### src/rtl/event_byte_serializer.sv
// event_byte_serializer
//
// Takes filtered DVS events (16-bit x, y, t plus polarity), one per clock
// with no back-pressure. Events are buffered in a small FIFO. Each event
// leaves as a 7-byte frame on an 8-bit valid/ready byte stream.
// Events that arrive while the FIFO is full are dropped, and the drop
// counter saturates at 255.
//
// Frame layout:
//   {SYNC[7:1], p}, x[15:8], x[7:0], y[15:8], y[7:0], t[15:8], t[7:0]
//
// Ports:
//   clk, rst_n            clock and synchronous active-low reset
//   ev_valid              event present this cycle (no ready returned)
//   ev_x, ev_y, ev_t      16-bit event fields
//   ev_p                  event polarity
//   out_data              current frame byte (registered)
//   out_valid             out_data is valid (registered)
//   out_ready             downstream accepts the byte
//   out_last              out_data is the final byte of the frame (registered)
//   fifo_level            occupied FIFO entries, 0..DEPTH (registered)
//   drop_count            saturating count of dropped events (registered)

module event_byte_serializer #(
    parameter int          DEPTH = 4,
    parameter logic [7:0]  SYNC  = 8'hA0
) (
    input  logic                       clk,
    input  logic                       rst_n,
    input  logic                       ev_valid,
    input  logic [15:0]                ev_x,
    input  logic [15:0]                ev_y,
    input  logic [15:0]                ev_t,
    input  logic                       ev_p,
    output logic [7:0]                 out_data,
    output logic                       out_valid,
    input  logic                       out_ready,
    output logic                       out_last,
    output logic [$clog2(DEPTH):0]     fifo_level,
    output logic [7:0]                 drop_count
);

    localparam int             AW       = $clog2(DEPTH);
    localparam logic [AW:0]    LVL_FULL = (AW+1)'(DEPTH);

    typedef enum logic {
        IDLE,
        SEND
    } state_t;

    state_t          r_state;
    logic [2:0]      r_idx;
    logic [48:0]     r_frame;
    logic [7:0]      r_outData;
    logic            r_outValid;
    logic            r_outLast;

    logic [48:0]     r_mem [DEPTH];
    logic [AW-1:0]   r_wptr;
    logic [AW-1:0]   r_rptr;
    logic [AW:0]     r_level;
    logic [7:0]      r_dropCount;

    logic            w_empty;
    logic            w_full;
    logic            w_lastHs;
    logic            w_pop;
    logic            w_push;
    logic            w_drop;
    logic [48:0]     w_head;
    logic [48:0]     w_evWord;

    // Select one byte of a {p, x, y, t} frame word by its position in the frame.
    function automatic logic [7:0] byteSel(input logic [48:0] f, input logic [2:0] k);
        logic [7:0] b;
        b = 8'h00;
        case (k)
            3'd0:    b = {SYNC[7:1], f[48]};
            3'd1:    b = f[47:40];
            3'd2:    b = f[39:32];
            3'd3:    b = f[31:24];
            3'd4:    b = f[23:16];
            3'd5:    b = f[15:8];
            3'd6:    b = f[7:0];
            default: b = 8'h00;
        endcase
        return b;
    endfunction

    assign w_empty  = (r_level == '0);
    assign w_full   = (r_level == LVL_FULL);
    assign w_head   = r_mem[r_rptr];
    assign w_evWord = {ev_p, ev_x, ev_y, ev_t};

    // A pop happens when the FSM loads a frame. It loads either from IDLE or
    // right on the last-byte handshake, so back-to-back frames have no bubble.
    // A pop in the same cycle frees a slot, so a push can be accepted even
    // when the FIFO is full.
    assign w_lastHs = (r_state == SEND) && out_ready && (r_idx == 3'd6);
    assign w_pop    = !w_empty && ((r_state == IDLE) || w_lastHs);
    assign w_push   = ev_valid && (!w_full || w_pop);
    assign w_drop   = ev_valid && w_full && !w_pop;

    // FIFO storage. It has no reset because occupancy is tracked by the
    // pointers and level alone.
    always_ff @(posedge clk) begin
        if (w_push) begin
            r_mem[r_wptr] <= w_evWord;
        end
    end

    // FIFO pointers, occupancy and drop counter. The pointers wrap modulo DEPTH.
    // The extra level bit tells full apart from empty.
    always_ff @(posedge clk) begin
        if (!rst_n) begin
            r_wptr      <= '0;
            r_rptr      <= '0;
            r_level     <= '0;
            r_dropCount <= 8'h00;
        end else begin
            if (w_push) begin
                r_wptr <= r_wptr + 1'b1;
            end
            if (w_pop) begin
                r_rptr <= r_rptr + 1'b1;
            end
            case ({w_push, w_pop})
                2'b10:   r_level <= r_level + 1'b1;
                2'b01:   r_level <= r_level - 1'b1;
                default: r_level <= r_level;
            endcase
            if (w_drop && (r_dropCount != 8'hFF)) begin
                r_dropCount <= r_dropCount + 8'd1;
            end
        end
    end

    // Frame FSM. The next byte is computed ahead and registered, so every
    // output comes straight from a flop. While out_ready is low in SEND,
    // nothing here changes, which keeps the presented byte stable.
    always_ff @(posedge clk) begin
        if (!rst_n) begin
            r_state    <= IDLE;
            r_idx      <= 3'd0;
            r_frame    <= '0;
            r_outData  <= 8'h00;
            r_outValid <= 1'b0;
            r_outLast  <= 1'b0;
        end else begin
            case (r_state)
                IDLE: begin
                    if (w_pop) begin
                        r_state    <= SEND;
                        r_frame    <= w_head;
                        r_idx      <= 3'd0;
                        r_outData  <= byteSel(w_head, 3'd0);
                        r_outValid <= 1'b1;
                        r_outLast  <= 1'b0;
                    end
                end
                SEND: begin
                    if (out_ready) begin
                        if (r_idx == 3'd6) begin
                            if (w_pop) begin
                                r_frame    <= w_head;
                                r_idx      <= 3'd0;
                                r_outData  <= byteSel(w_head, 3'd0);
                                r_outLast  <= 1'b0;
                            end else begin
                                r_state    <= IDLE;
                                r_idx      <= 3'd0;
                                r_outData  <= 8'h00;
                                r_outValid <= 1'b0;
                                r_outLast  <= 1'b0;
                            end
                        end else begin
                            r_idx     <= r_idx + 3'd1;
                            r_outData <= byteSel(r_frame, r_idx + 3'd1);
                            r_outLast <= (r_idx == 3'd5);
                        end
                    end
                end
                default: begin
                    r_state    <= IDLE;
                    r_outValid <= 1'b0;
                    r_outLast  <= 1'b0;
                end
            endcase
        end
    end

    assign out_data   = r_outData;
    assign out_valid  = r_outValid;
    assign out_last   = r_outLast;
    assign fifo_level = r_level;
    assign drop_count = r_dropCount;

endmodule

### config.mk
export PLATFORM = sky130hd
export DESIGN_NAME = event_byte_serializer
export DESIGN_NICKNAME = d
export VERILOG_FILES = /design/src/rtl/event_byte_serializer.sv
export SDC_FILE = /design/constraint.sdc
export NUM_CORES = 1
export LEC_CHECK = 0
export ABC_CLOCK_PERIOD_IN_PS = 3900
export CAP_MARGIN = 40
export CORE_ASPECT_RATIO = 0.5
export CORE_UTILIZATION = 58
export CTS_CLUSTER_DIAMETER = 100
export CTS_CLUSTER_SIZE = 14
export DETAILED_ROUTE_END_ITERATION = 10
export GPL_ROUTABILITY_DRIVEN = 0
export HOLD_SLACK_MARGIN = 0.02
export PLACE_DENSITY = 0.78
export SYNTH_ARGS = -nofsm -noshare
export SYNTH_HDL_FRONTEND = slang
export SYNTH_SLANG_ARGS = --single-unit
### constraint.sdc
create_clock -name clk -period 3.9 [get_ports clk]
set_clock_uncertainty 0.2 [all_clocks]
set_input_delay 0.39 -clock clk [delete_from_list [all_inputs] [get_ports clk]]
set_output_delay 0.39 -clock clk [all_outputs]
set_load 0.005 [all_outputs]
==> results by stage <==
Outcome:
- The run finished with clean final reports.

STA:
- Derived from the worst setup path, the maximum achievable clock frequency is 0.312 GHz.
- Across all hold checks on the routed design, the worst slack comes to 0.253 ns.
- The worst slew slack as a fraction of its limit is 0.412.
- The shortest period the worst path allows is around 3.2 ns.
- Setup repair after global routing left no endpoint under its margin.
- Of the available clock period, the critical path in the final layout requires 0.822.
- The final count of pins violating max slew came to 0.
- Setup violations remaining at the end of the flow were counted as 0.
- For the pin with the worst max-slew slack, the measured transition is 0.876 ns.
- Setup total negative slack on the finished layout was measured at 0 ns.
- The final-report hold violation count is 0.

Floorplan:
- The core outline area is between 15000 and 20000 um^2.
- The overall die width is about 190 um.
- The die is 97.8 um tall.
- For this design the top-level I/O count stands at 74.
- The initialized floorplan defines 34 standard-cell rows.
- The die covers approximately 19000 um^2.
- The initial core utilization is 0.603.

Setup path:
- Traced cell by cell, the critical path runs through nand4b_2 > a31oi_1 > and2_2 > buf_12.
- The signal arrival time at the worst endpoint is 3.23 ns.
- The startpoint of the most critical register-to-register path is r_idx[1]$_SDFFE_PN0P_.
- The endpoint of the lowest-slack register-to-register path is r_mem[3][11]$_DFFE_PP_.
- The capturing element type of the critical path is a register.
- The kind of critical path is register to register.
- The critical path's slowest cell is sky130_fd_sc_hd__dfxtp_1.
- The worst setup path is launched from a register.
- The kind of cell with the highest combined delay along the critical path is simple AND/OR/NAND/NOR gates.
- For this run, the slowest stage of the critical path takes 0.88 ns.
- The number of buffers and inverters on the critical path is 1.
- For the worst setup path, the data required time is ~3.9 ns.
- The peak fanout along the critical path is 27.
- Measured in cells, the most critical reg-to-reg path has a length of 4.
- Setup slack on the worst reg-to-reg path comes out at 0.69 ns.
- The critical path depth in cells is 4.

Power:
- In this run the power spent charging and discharging nets is about 2.4 mW.
- VDD sags by at most approximately 440 uV.
- Cell internal power was estimated by the tool at between 5 and 6 mW.
- The sequential share of power is 0.487.
- The total power per unit cell area is about 650 nW/um^2.
- The clock share of power is 0.268.
- Of the total power, the share spent switching nets is 0.302.
- The static leakage is 3.98 nW.
- The combinational share of power is 0.245.

Drt:
- In the routed layout, each cell is associated on average with a via count of a little over 6.
- After detailed routing, the average wire length per cell comes to 22.5 um.
- The count of nets left with antenna violations once routing finished came out at 0.
- The first TritonRoute pass finished after 6 iterations.
- The routed wire length is between 20000 and 25000 um.
- The via total after detailed routing is 6218.
- In this run, the number of DRC markers left after iteration 0 of detailed routing was between 600 and 700.
- For this run, design rule violations remaining after detail routing come to 0.

Hold path:
- The startpoint of the lowest-slack hold path is r_frame[2]$_SDFFE_PN0P_.
- The worst hold path terminates at r_frame[2]$_SDFFE_PN0P_.
- The number of stages on the worst hold path is 2.
- The type of the worst min-delay path is register to register.

Clock network:
- The CTS root buffer is sky130_fd_sc_hd__clkbuf_16.
- The H-tree depth reported by CTS is 1.
- The maximum clock insertion buffer count is 3.
- The TritonCTS clock tree is done.
- The tree built by TritonCTS fans out to 276 sinks.
- The clock input transition at the sequential cells of the worst setup and hold paths is 0.07 ns.
- The number of clock buffers added by TritonCTS is 23.
- Once the clock tree was built, the setup fixing pass inserted 0 buffers.
- The worst-skew pair later-pin latency is 0.52 ns.
- The post-cts hold buffer count is 0.
- After clock tree synthesis, the repair step resized 0 gates.

Yosys:
- The synthesized netlist net count is 753.
- In the synthesized netlist the async set-or-reset flop fraction comes to 0.
- The number of distinct library cells after synthesis is 56.
- The average instance in the mapped netlist occupies 15.3 um^2.
- Yosys printed 0 warnings.
- Counting flops with a built-in enable in the synthesized netlist gives a little under 200.
- The number of instances in the synthesized netlist is between 600 and 700.
- The sequential area share after synthesis is 0.704.
- The most used flip-flop cell after synthesis is sky130_fd_sc_hd__edfxtp_1.
- After synthesis the netlist holds a flip-flop and latch count of 276.
- The mapped netlist covers 10600 um^2.

Global route:
- The via count of the first global-routing pass came to around 6100.
- The global route total overflow is 0.
- The wire length of the first global-routing pass is 35700 um.
- Across every metal layer, demand over resource in global routing totals 0.250.
- The maximum number of pins on one net before global-route repair is 53.
- The initial antenna violation count was 0.

Cells and area:
- The layout has around 1100 filler cells.
- The count of inserted antenna diode cells is 0.
- Of the cells placed in the final design, the portion with a size suffix greater than 1 is 0.141.
- The multi-input combinational cells in the finished layout cover a total of 2950 um^2.
- Across the whole layout, storage elements account for ~7500 um^2.
- Leaving out fill and tap cells, the most frequent cells in the layout are 196 x sky130_fd_sc_hd__edfxtp_1, 110 x sky130_fd_sc_hd__nand2_1, 78 x sky130_fd_sc_hd__dfxtp_1.
- The number of nets in the layout is between 800 and 900.
- The synthesis-to-finish area growth is 16.0%.
- The leading cell type in the layout, fill and taps excluded is sky130_fd_sc_hd__edfxtp_1.

Placement:
- The detailed placement HPWL is approximately 14000 um.
- In this run the tool buffered the top-level ports with 73 buffer cells.

Job:
- Max-cap violations in this run came to 0.
per-stage QoR:
step	setup WS, ns	std cells	util	area, um^2	power, mW
floorplan	0.913	694	-	10600	5.21
global placement	0.831	971	0.660	11700	5.84
detailed placement	0.723	971	0.660	11700	5.90
CTS	0.740	1013	0.699	12300	8.05
global route	0.470	1013	0.699	12300	8.39
finish	0.695	1013	0.699	12300	8.02
cells in the mapped netlist (5+ instances only):
cell                       number  area (um^2)
sky130_fd_sc_hd__nand3_1        8         40.0
sky130_fd_sc_hd__inv_1         10         37.5
sky130_fd_sc_hd__ha_1           5         62.6
sky130_fd_sc_hd__and2_1         6         37.5
sky130_fd_sc_hd__edfxtp_1     196         5890
sky130_fd_sc_hd__dfxtp_1       80         1600
sky130_fd_sc_hd__nor2_1        13         48.8
sky130_fd_sc_hd__mux2_2         7         78.8
sky130_fd_sc_hd__a22oi_1        7         52.6
sky130_fd_sc_hd__clkbuf_1      22         82.6
sky130_fd_sc_hd__a22o_1         5         43.8
sky130_fd_sc_hd__buf_2         15         75.1
sky130_fd_sc_hd__a21oi_1       69          345
sky130_fd_sc_hd__mux4_2        50         1130
sky130_fd_sc_hd__mux2i_1       11          110
sky130_fd_sc_hd__o21ai_0        7         35.0
sky130_fd_sc_hd__nand2_1      110          413
area by class of cell:
class / instances / share of cell area
flip-flops and latches: 276 / 0.607
well taps: 234 / 0.0237
clock inverters: 1 / 0.00162
inverters: 10 / 0.00304
repair buffers: 86 / 0.0722
clock buffers: 41 / 0.0538
multi-input cells: 365 / 0.239
cell families (layout without fill, tap and decap cells):
group,Yosys count,count (layout),share of synthesized area
compound gates,119,119,0.0683
xor+xnor,1,1,0.000823
fa+ha+maj,6,6,0.00776
buf+inv,53,138,0.0218
flops,276,276,0.704
mux,68,68,0.124
simple gates,171,171,0.0742
power by group through the flow:
stage / logic, mW / registers, mW / clock network, mW
2_1_floorplan: 1.45 / 3.76 / 0
5_1_grt: 2.12 / 3.96 / 2.31
3_3_place_gp: 1.89 / 3.94 / 0
3_5_place_dp: 1.93 / 3.97 / 0
4_1_cts: 1.95 / 3.91 / 2.19
6_report: 1.96 / 3.90 / 2.15
worst register-to-register path: cells and delay by family (launching register included):
family	cells	cell delay, ns
compound gates	1	0.61
buf+inv	1	0.25
flops	1	0.88
simple gates	2	0.97
layer usage:
metal | track usage | wire, um
met5 | 0 | 0
met4 | 0.0554 | 384
met3 | 0.0515 | 1940
met2 | 0.385 | 10500
met1 | 0.375 | 10000
state kept, by name, indices dropped and copies added, names as in the netlist, named ones only:
| register | count |
|---|---|
| out_last | 1 |
| r_rptr | 2 |
| drop_count | 8 |
| r_state | 1 |
| out_valid | 1 |
| r_frame | 49 |
| r_idx | 3 |
| r_mem | 196 |
| out_data | 8 |
| fifo_level | 3 |
| r_wptr | 2 |
worst max-delay path by stage:
stage | from | endpoint | slack (ns)
floorplan | out_ready | r_mem[0][0]$_DFFE_PP_ | 0.91
global placement | out_ready | r_mem[3][11]$_DFFE_PP_ | 0.83
detailed placement | out_ready | r_mem[3][13]$_DFFE_PP_ | 0.72
CTS | r_idx[1]$_SDFFE_PN0P_ | r_mem[3][11]$_DFFE_PP_ | 0.74
global route | r_idx[1]$_SDFFE_PN0P_ | r_mem[3][11]$_DFFE_PP_ | 0.47
finish | r_idx[1]$_SDFFE_PN0P_ | r_mem[3][11]$_DFFE_PP_ | 0.69
No activity file was read; power rests on OpenSTA's default activity.
